==> config.mk <==
export PLATFORM = sky130hd
export DESIGN_NAME = z80_bus_master_flat
export DESIGN_NICKNAME = d
export VERILOG_FILES = /design/src/rtl/z80_bus_master_pkg.sv /design/src/rtl/z80_bus_master_if.sv /design/src/rtl/z80_bus_master.sv /design/src/flat_wrapper.sv
export SDC_FILE = /design/constraint.sdc
export NUM_CORES = 1
export LEC_CHECK = 0
export BUFFER_PORTS_ARGS = -buffer_cell sky130_fd_sc_hd__buf_4
export CORE_ASPECT_RATIO = 0.8
export CORE_MARGIN = 2
export CORE_UTILIZATION = 46
export CTS_CLUSTER_DIAMETER = 200
export DETAILED_ROUTE_END_ITERATION = 12
export GPL_TIMING_DRIVEN = 0
export PLACE_DENSITY = 0.83
export SKIP_LAST_GASP = 1
export SYNTH_ARGS = -nofsm -noshare
export SYNTH_HDL_FRONTEND = slang
export SYNTH_SLANG_ARGS = --single-unit
==> constraint.sdc <==
create_clock -name clk_i -period 1.79 [get_ports clk_i]
set_clock_uncertainty 0.2 [all_clocks]
set_input_delay 0.358 -clock clk_i [delete_from_list [all_inputs] [get_ports clk_i]]
set_output_delay 0.358 -clock clk_i [all_outputs]
set_load 0.01 [all_outputs]
==> src/rtl/z80_bus_master_pkg.sv <==
// Shared types for the secondary Z80 bus initiator.
// Operation codes and FSM state encoding.
package z80_bus_pkg;

    typedef enum logic [1:0] {
        OP_MEM_RD = 2'b00,
        OP_MEM_WR = 2'b01,
        OP_IO_RD  = 2'b10,
        OP_IO_WR  = 2'b11
    } op_e;

    typedef enum logic [2:0] {
        IDLE = 3'd0,
        REQ  = 3'd1,
        T1   = 3'd2,
        T2   = 3'd3,
        TW   = 3'd4,
        T3   = 3'd5,
        OWN  = 3'd6
    } state_e;

    function automatic logic op_is_io(input logic [1:0] op);
        return op[1];
    endfunction

    function automatic logic op_is_wr(input logic [1:0] op);
        return op[0];
    endfunction

endpackage

==> src/rtl/z80_bus_master_if.sv <==
// Command/response handshake plus Z80 bus pins of the initiator.
// master = the bus master itself, slave = host/bus side.
interface z80_bus_master_if;
    logic        cmd_valid;
    logic        cmd_ready;
    logic [1:0]  cmd_op;
    logic [15:0] cmd_addr;
    logic [7:0]  cmd_wdata;
    logic        rsp_valid;
    logic [7:0]  rsp_rdata;
    logic        rsp_err;
    logic        busreq_n;
    logic        busack_n;
    logic        bus_oe;
    logic        data_oe;
    logic [15:0] addr_o;
    logic [7:0]  data_o;
    logic [7:0]  data_i;
    logic        mreq_n;
    logic        iorq_n;
    logic        rd_n;
    logic        wr_n;
    logic        wait_n;

    modport master (
        input  cmd_valid, cmd_op, cmd_addr, cmd_wdata,
        input  busack_n, data_i, wait_n,
        output cmd_ready, rsp_valid, rsp_rdata, rsp_err,
        output busreq_n, bus_oe, data_oe, addr_o, data_o,
        output mreq_n, iorq_n, rd_n, wr_n
    );

    modport slave (
        output cmd_valid, cmd_op, cmd_addr, cmd_wdata,
        output busack_n, data_i, wait_n,
        input  cmd_ready, rsp_valid, rsp_rdata, rsp_err,
        input  busreq_n, bus_oe, data_oe, addr_o, data_o,
        input  mreq_n, iorq_n, rd_n, wr_n
    );
endinterface

==> src/rtl/z80_bus_master.sv <==
// Z80 bus initiator: acquires the bus via BUSREQ/BUSACK and runs
// single memory/IO cycles with T-state timing, WAIT and timeout.
module z80_bus_master
    import z80_bus_pkg::*;
#(
    parameter int unsigned HOLD_CYCLES  = 4,
    parameter int unsigned WAIT_TIMEOUT = 255
) (
    input logic             clk_i,
    input logic             rst_n_i,
    z80_bus_master_if.master bus
);

    localparam logic [7:0] HOLD_LIM = 8'(HOLD_CYCLES);
    localparam logic [7:0] WAIT_LIM = 8'(WAIT_TIMEOUT);

    state_e      st_q, st_d;
    logic [1:0]  op_q, op_d;
    logic [7:0]  wcnt_q, wcnt_d;
    logic [7:0]  idle_q, idle_d;
    logic        err_q, err_d;
    logic        accept;

    logic        busreq_n_q, busreq_n_d;
    logic        bus_oe_q, bus_oe_d;
    logic        data_oe_q, data_oe_d;
    logic        mreq_n_q, mreq_n_d;
    logic        iorq_n_q, iorq_n_d;
    logic        rd_n_q, rd_n_d;
    logic        wr_n_q, wr_n_d;
    logic        cmd_ready_q, cmd_ready_d;
    logic        rsp_valid_q, rsp_valid_d;
    logic        rsp_err_q, rsp_err_d;
    logic [7:0]  rdata_q, rdata_d;
    logic [15:0] addr_q, addr_d;
    logic [7:0]  wdata_q, wdata_d;
    logic        strobe, drive;

    assign accept = bus.cmd_valid & cmd_ready_q;

    always_comb begin
        st_d   = st_q;
        wcnt_d = wcnt_q;
        idle_d = idle_q;
        err_d  = err_q;
        unique case (st_q)
            IDLE: if (accept) st_d = REQ;
            REQ:  if (!bus.busack_n) st_d = T1;
            T1: begin
                st_d   = T2;
                wcnt_d = '0;
                err_d  = 1'b0;
            end
            T2: begin
                if (!bus.wait_n || op_is_io(op_q)) st_d = TW;
                else                               st_d = T3;
            end
            TW: begin
                wcnt_d = wcnt_q + 8'd1;
                if (bus.wait_n) begin
                    st_d = T3;
                end else if (wcnt_d == WAIT_LIM) begin
                    st_d  = T3;
                    err_d = 1'b1;
                end
            end
            T3: begin
                st_d   = OWN;
                idle_d = '0;
            end
            OWN: begin
                if (accept) begin
                    st_d   = T1;
                    idle_d = '0;
                end else begin
                    idle_d = idle_q + 8'd1;
                    if (idle_d == HOLD_LIM) st_d = IDLE;
                end
            end
            default: st_d = IDLE;
        endcase
    end

    // Outputs are decoded from the next state so each register
    // presents the levels of the state it is entering.
    always_comb begin
        op_d    = accept ? bus.cmd_op : op_q;
        addr_d  = accept ? bus.cmd_addr : addr_q;
        wdata_d = accept ? bus.cmd_wdata : wdata_q;
        drive   = st_d inside {T1, T2, TW, T3, OWN};
        strobe  = st_d inside {T2, TW, T3};

        busreq_n_d  = (st_d == IDLE);
        bus_oe_d    = drive;
        data_oe_d   = drive && (st_d != OWN) && op_is_wr(op_d);
        mreq_n_d    = !(strobe && !op_is_io(op_d));
        iorq_n_d    = !(strobe && op_is_io(op_d));
        rd_n_d      = !(strobe && !op_is_wr(op_d));
        wr_n_d      = !(strobe && op_is_wr(op_d));
        cmd_ready_d = (st_d == IDLE) || (st_d == OWN);
        rsp_valid_d = (st_q == T3);
        rsp_err_d   = (st_q == T3) && err_q;
        rdata_d     = rdata_q;
        if ((st_q == T3) && !op_is_wr(op_q)) rdata_d = bus.data_i;
    end

    always_ff @(posedge clk_i or negedge rst_n_i) begin
        if (!rst_n_i) begin
            st_q        <= IDLE;
            op_q        <= '0;
            wcnt_q      <= '0;
            idle_q      <= '0;
            err_q       <= 1'b0;
            busreq_n_q  <= 1'b1;
            bus_oe_q    <= 1'b0;
            data_oe_q   <= 1'b0;
            mreq_n_q    <= 1'b1;
            iorq_n_q    <= 1'b1;
            rd_n_q      <= 1'b1;
            wr_n_q      <= 1'b1;
            cmd_ready_q <= 1'b0;
            rsp_valid_q <= 1'b0;
            rsp_err_q   <= 1'b0;
            rdata_q     <= '0;
            addr_q      <= '0;
            wdata_q     <= '0;
        end else begin
            st_q        <= st_d;
            op_q        <= op_d;
            wcnt_q      <= wcnt_d;
            idle_q      <= idle_d;
            err_q       <= err_d;
            busreq_n_q  <= busreq_n_d;
            bus_oe_q    <= bus_oe_d;
            data_oe_q   <= data_oe_d;
            mreq_n_q    <= mreq_n_d;
            iorq_n_q    <= iorq_n_d;
            rd_n_q      <= rd_n_d;
            wr_n_q      <= wr_n_d;
            cmd_ready_q <= cmd_ready_d;
            rsp_valid_q <= rsp_valid_d;
            rsp_err_q   <= rsp_err_d;
            rdata_q     <= rdata_d;
            addr_q      <= addr_d;
            wdata_q     <= wdata_d;
        end
    end

    assign bus.busreq_n  = busreq_n_q;
    assign bus.bus_oe    = bus_oe_q;
    assign bus.data_oe   = data_oe_q;
    assign bus.mreq_n    = mreq_n_q;
    assign bus.iorq_n    = iorq_n_q;
    assign bus.rd_n      = rd_n_q;
    assign bus.wr_n      = wr_n_q;
    assign bus.cmd_ready = cmd_ready_q;
    assign bus.rsp_valid = rsp_valid_q;
    assign bus.rsp_err   = rsp_err_q;
    assign bus.rsp_rdata = rdata_q;
    assign bus.addr_o    = addr_q;
    assign bus.data_o    = wdata_q;

endmodule
==> src/flat_wrapper.sv <==
// flat-port wrapper written by rule: the top's interface ports become plain ports
module z80_bus_master_flat import z80_bus_pkg::*;
#(
    parameter int unsigned HOLD_CYCLES  = 4,
    parameter int unsigned WAIT_TIMEOUT = 255
)
  (clk_i, rst_n_i, bus_cmd_valid, bus_cmd_op, bus_cmd_addr, bus_cmd_wdata, bus_busack_n, bus_data_i, bus_wait_n, bus_cmd_ready, bus_rsp_valid, bus_rsp_rdata, bus_rsp_err, bus_busreq_n, bus_bus_oe, bus_data_oe, bus_addr_o, bus_data_o, bus_mreq_n, bus_iorq_n, bus_rd_n, bus_wr_n);
  z80_bus_master_if bus_i ();
  input logic clk_i;
  input logic rst_n_i;
  input wire logic [$bits(bus_i.cmd_valid)-1:0] bus_cmd_valid;
  input wire logic [$bits(bus_i.cmd_op)-1:0] bus_cmd_op;
  input wire logic [$bits(bus_i.cmd_addr)-1:0] bus_cmd_addr;
  input wire logic [$bits(bus_i.cmd_wdata)-1:0] bus_cmd_wdata;
  input wire logic [$bits(bus_i.busack_n)-1:0] bus_busack_n;
  input wire logic [$bits(bus_i.data_i)-1:0] bus_data_i;
  input wire logic [$bits(bus_i.wait_n)-1:0] bus_wait_n;
  output wire logic [$bits(bus_i.cmd_ready)-1:0] bus_cmd_ready;
  output wire logic [$bits(bus_i.rsp_valid)-1:0] bus_rsp_valid;
  output wire logic [$bits(bus_i.rsp_rdata)-1:0] bus_rsp_rdata;
  output wire logic [$bits(bus_i.rsp_err)-1:0] bus_rsp_err;
  output wire logic [$bits(bus_i.busreq_n)-1:0] bus_busreq_n;
  output wire logic [$bits(bus_i.bus_oe)-1:0] bus_bus_oe;
  output wire logic [$bits(bus_i.data_oe)-1:0] bus_data_oe;
  output wire logic [$bits(bus_i.addr_o)-1:0] bus_addr_o;
  output wire logic [$bits(bus_i.data_o)-1:0] bus_data_o;
  output wire logic [$bits(bus_i.mreq_n)-1:0] bus_mreq_n;
  output wire logic [$bits(bus_i.iorq_n)-1:0] bus_iorq_n;
  output wire logic [$bits(bus_i.rd_n)-1:0] bus_rd_n;
  output wire logic [$bits(bus_i.wr_n)-1:0] bus_wr_n;
  assign bus_i.cmd_valid = bus_cmd_valid;
  assign bus_i.cmd_op = bus_cmd_op;
  assign bus_i.cmd_addr = bus_cmd_addr;
  assign bus_i.cmd_wdata = bus_cmd_wdata;
  assign bus_i.busack_n = bus_busack_n;
  assign bus_i.data_i = bus_data_i;
  assign bus_i.wait_n = bus_wait_n;
  assign bus_cmd_ready = bus_i.cmd_ready;
  assign bus_rsp_valid = bus_i.rsp_valid;
  assign bus_rsp_rdata = bus_i.rsp_rdata;
  assign bus_rsp_err = bus_i.rsp_err;
  assign bus_busreq_n = bus_i.busreq_n;
  assign bus_bus_oe = bus_i.bus_oe;
  assign bus_data_oe = bus_i.data_oe;
  assign bus_addr_o = bus_i.addr_o;
  assign bus_data_o = bus_i.data_o;
  assign bus_mreq_n = bus_i.mreq_n;
  assign bus_iorq_n = bus_i.iorq_n;
  assign bus_rd_n = bus_i.rd_n;
  assign bus_wr_n = bus_i.wr_n;
  z80_bus_master #(.HOLD_CYCLES(HOLD_CYCLES), .WAIT_TIMEOUT(WAIT_TIMEOUT)) u_core (.clk_i(clk_i), .rst_n_i(rst_n_i), .bus(bus_i));
endmodule
==> impl_metrics.csv <==
group,metric,value,unit
worst_setup_path,rrSetupSlack,-140,ps
cts,tritoncts,"yes",
synthesis,synth-seq-cells,64,
grt,grt_pass1_vias,2031,
cells_and_area,layout_common_cells,"93 x buf_4, 55 x dfrtp_1, 33 x mux2_2, 22 x nand2_1, 20 x o21ai_0",
floorplanning,die_w,91.27,um
floorplanning,start_util,47.41,%
synthesis,seq_area_frac_synth,57.37,%
timing,setup_viol,4,
synthesis,ys.flop_type,"dfrtp_1",
grt,grt-ovfl-total,0,
synthesis,synth_async_sr_flop_share,100.0,%
route,drt_iter0_markers,79,
worst_setup_path,critical_path.top_delay_family,"compound AO/OA/AOI/OAI gates",
hold_path,holdPathEnd,"u_core.bus.addr_o[1]",
timing,worst_slew_pin_slew,780.7,ps
placement,portBuffers,80,
timing,fmax,519.5,MHz
pwr,p_leak,1.778,nW
cts,cts_buffers,9,
route,ant_nets,0,
worst_setup_path,critPathBufInv,1,
hold_path,hold_path_class,"in2reg",
cells_and_area,finalNonFillerCells,424,
floorplanning,rows,25,
route,vias,2221,
timing,hold-worst-slack,46.93,ps
worst_setup_path,crit_slowest_cell,"a2111o_1",
cells_and_area,area_growth,37.86,%
grt,grt_use_total,18.67,%
synthesis,ys.warnings.count,0,
synthesis,syn_inst,235,
synthesis,synth-edff-count,0,
cts,h-tree-depth,3,
timing,layout_min_cycle_time,1925,ps
synthesis,synthDominantCellAreaShare,52.68,%
placement,gp_congestion,0.8510,
worst_setup_path,arrival,1940,ps
route,finalWirelength,6073,um
timing,fin_ws,-135.1,ps
floorplanning,dieArea,6737,sq um
timing,grt_setup_unrepaired,"true",
synthesis,syn-num-nets,277,
worst_setup_path,r2r-end,"u_core.bus.cmd_ready",
cells_and_area,antenna_cells,0,
worst_setup_path,cp-startpoint,"u_core.wcnt_q[2]",
route,wl_per_cell,14.32,um
synthesis,synthMuxAreaShare,13.62,%
run_status,outcome,"finished, violations left",
floorplanning,num_io_pins,81,
worst_setup_path,path_class,"reg2reg",
worst_setup_path,end_kind,"flop",
synthesis,synth.area.top_cells,"dfrtp_1 53%, mux2_2 13%, dfstp_2 4.7%, o21ai_0 3.8%, nand2_1 3.1%",
grt,grt_pass1_wl,9763,um
synthesis,synthAdderAreaFrac,1.339,%
worst_setup_path,critPathMaxStageDelay,410,ps
grt,grt_antenna_before_repair,0,
cts,clock_sinks,64,
worst_setup_path,cp_data_required_time,1800,ps
cts,root_buffer,"clkbuf_8",
synthesis,synth_top_area_cell,"dfrtp_1",
hold_path,hold_start,"bus_cmd_addr[1]",
placement,dp.cells,396,
timing,post-route-period-util,107.5,%
grt,grt_max_degree,65,
cts,clk_latency,340,ps
synthesis,synth-simple-area-share,14.11,%
placement,placed_area,3525,sq um
synthesis,synth.distinct_cells,42,
synthesis,synth_top_family_by_area,"simple AND/OR/NAND/NOR gates",
placement,dp_worst_setup_slack,-231.9,ps
worst_setup_path,r2r_cells,6,
synthesis,synth_xor_area_share,2.188,%
job,drv_cap,0,
cells_and_area,layout_commonest_cell,"buf_4",
hold_path,hold_depth,2,
worst_setup_path,crit_chain,"buf_6, nand3_4, or3_1, a2111o_1, o221ai_2, nor2b_1",
placement,hpwlAfterDp,4167,um
timing,maxSlewViolCount,0,
synthesis,synth_compound_area_share,9.464,%
worst_setup_path,path_max_fanout,4,
synthesis,synth_area,2803,sq um
timing,finalHoldViolCount,0,
cts,cts_buffer_depth,2,
run_status,violations,"setup timing",
timing,relSlewSlack,47.96,%
pwr,ir_drop,0.6422,mV
pwr,cellPowerDensity,1635,nW/um^2
worst_setup_path,critPathLaunchType,"flop",
floorplanning,coreArea,5912,sq um
cells_and_area,layout.nets,380,
route,drc,0,
route,vias_per_cell,5.238,
floorplanning,die_h,73.82,um
cells_and_area,post-route-cell-area,3864,sq um
worst_setup_path,r2r-start,"u_core.wcnt_q[2]",
synthesis,syn_avg_cell_area,11.93,sq um
cells_and_area,drive_above_1_share,50.44,%
route,first_pass_iters,4,
cts,cts.clk_slew.worst_paths,80,ps
-- what timing repair did --
action / 4_1_cts / 5_1_grt
hold buffers: 1 / 0
setup buffers: 6 / 6
resized for setup: 12 / 19
endpoints found under the setup margin: 36 / 45
hold endpoints to repair: 59 / 0
pin swaps: 6 / 2
-- sequential cells by signal (all words and copies together), names as in the netlist --
register              count
u_core.st_q               3
u_core.err_q              1
u_core.bus.rd_n           1
u_core.bus.cmd_ready      1
u_core.bus.addr_o        16
u_core.bus.mreq_n         1
u_core.bus.wr_n           1
u_core.bus.iorq_n         1
u_core.idle_q             8
u_core.bus.rsp_rdata      8
u_core.bus.data_oe        1
u_core.wcnt_q             8
u_core.op_q               2
u_core.bus.rsp_valid      1
u_core.bus.rsp_err        1
u_core.bus.busreq_n       1
u_core.bus.data_o         8
u_core.bus.bus_oe         1
-- final cells by class --
class                      instances  area, sq um
multi-input combinational        159         1197
sequential                        64         1613
tap                               81        101.3
fill                             434         2048
inverter                           2        7.507
clock inverter                     6        45.04
clock buffer                      10        137.6
buffer                             9        61.31
timing repair buffer              93        700.7
-- worst max-delay path by stage --
| stage | endpoint | cells after the start | slack, ps |
|---|---|---|---|
| finish | u_core.bus.cmd_ready | 6 | -140 |
| global route | u_core.bus.cmd_ready | 5 | -190 |
| CTS | u_core.bus.cmd_ready | 6 | -110 |
| detailed placement | u_core.bus.cmd_ready | 7 | -230 |
| global placement | u_core.bus.cmd_ready | 5 | -210 |
| floorplan | u_core.bus.cmd_ready | 5 | -70 |
-- layer usage --
layer | vias to the layer above | global-route usage, % | wire length [um]
met3 | 6 | 6.872 | 412
met5 | - | 0 | 0
met2 | 72 | 29.47 | 2859
li1 | 1044 | - | -
met1 | 1099 | 24.88 | 2743
met4 | 0 | 4.545 | 57
-- Yosys cell counts (2+ instances only) --
library cell  number
nor2b_1            7
xnor2_1            2
nand2_1           23
mux2_2            33
nand4_1            2
dfstp_2            5
clkbuf_1           6
and2_1             2
inv_1              2
o22ai_1            2
nand2b_1           7
ha_1               3
nor2_1            11
o21ai_0           21
and3_1             4
nand3_1           10
dfrtp_1           59
o41ai_1            2
xor2_1             5
buf_1              2
o31ai_1            4
a21oi_1            3
-- metrics by stage --
| stage | util [%] | total power [W] | TNS [ps] |
|---|---|---|---|
| floorplan | - | 0.003874 | -89.65 |
| global placement | 59.62 | 0.004911 | -5805 |
| detailed placement | 59.62 | 0.005002 | -6643 |
| CTS | 64.04 | 0.006227 | -195.4 |
| global route | 65.35 | 0.006744 | -596.1 |
| finish | 65.35 | 0.006319 | -323.9 |
-- where the power goes --
group	internal (W)	leakage [nW]	switching (W)
logic	0.00145	0.914	0.00130
clock network	0.000540	0.0845	0.000568
registers	0.00207	0.779	0.000384
total	0.00406	1.78	0.00226
-- logic make-up (layout without fill, tap and decap cells) --
family,after synthesis,count (layout)
flops,64,64
compound gates,40,40
mux,34,34
buf+inv,12,120
fa+ha+maj,3,3
simple gates,75,75
xor+xnor,7,7
Power figures use the tool's default switching activity.
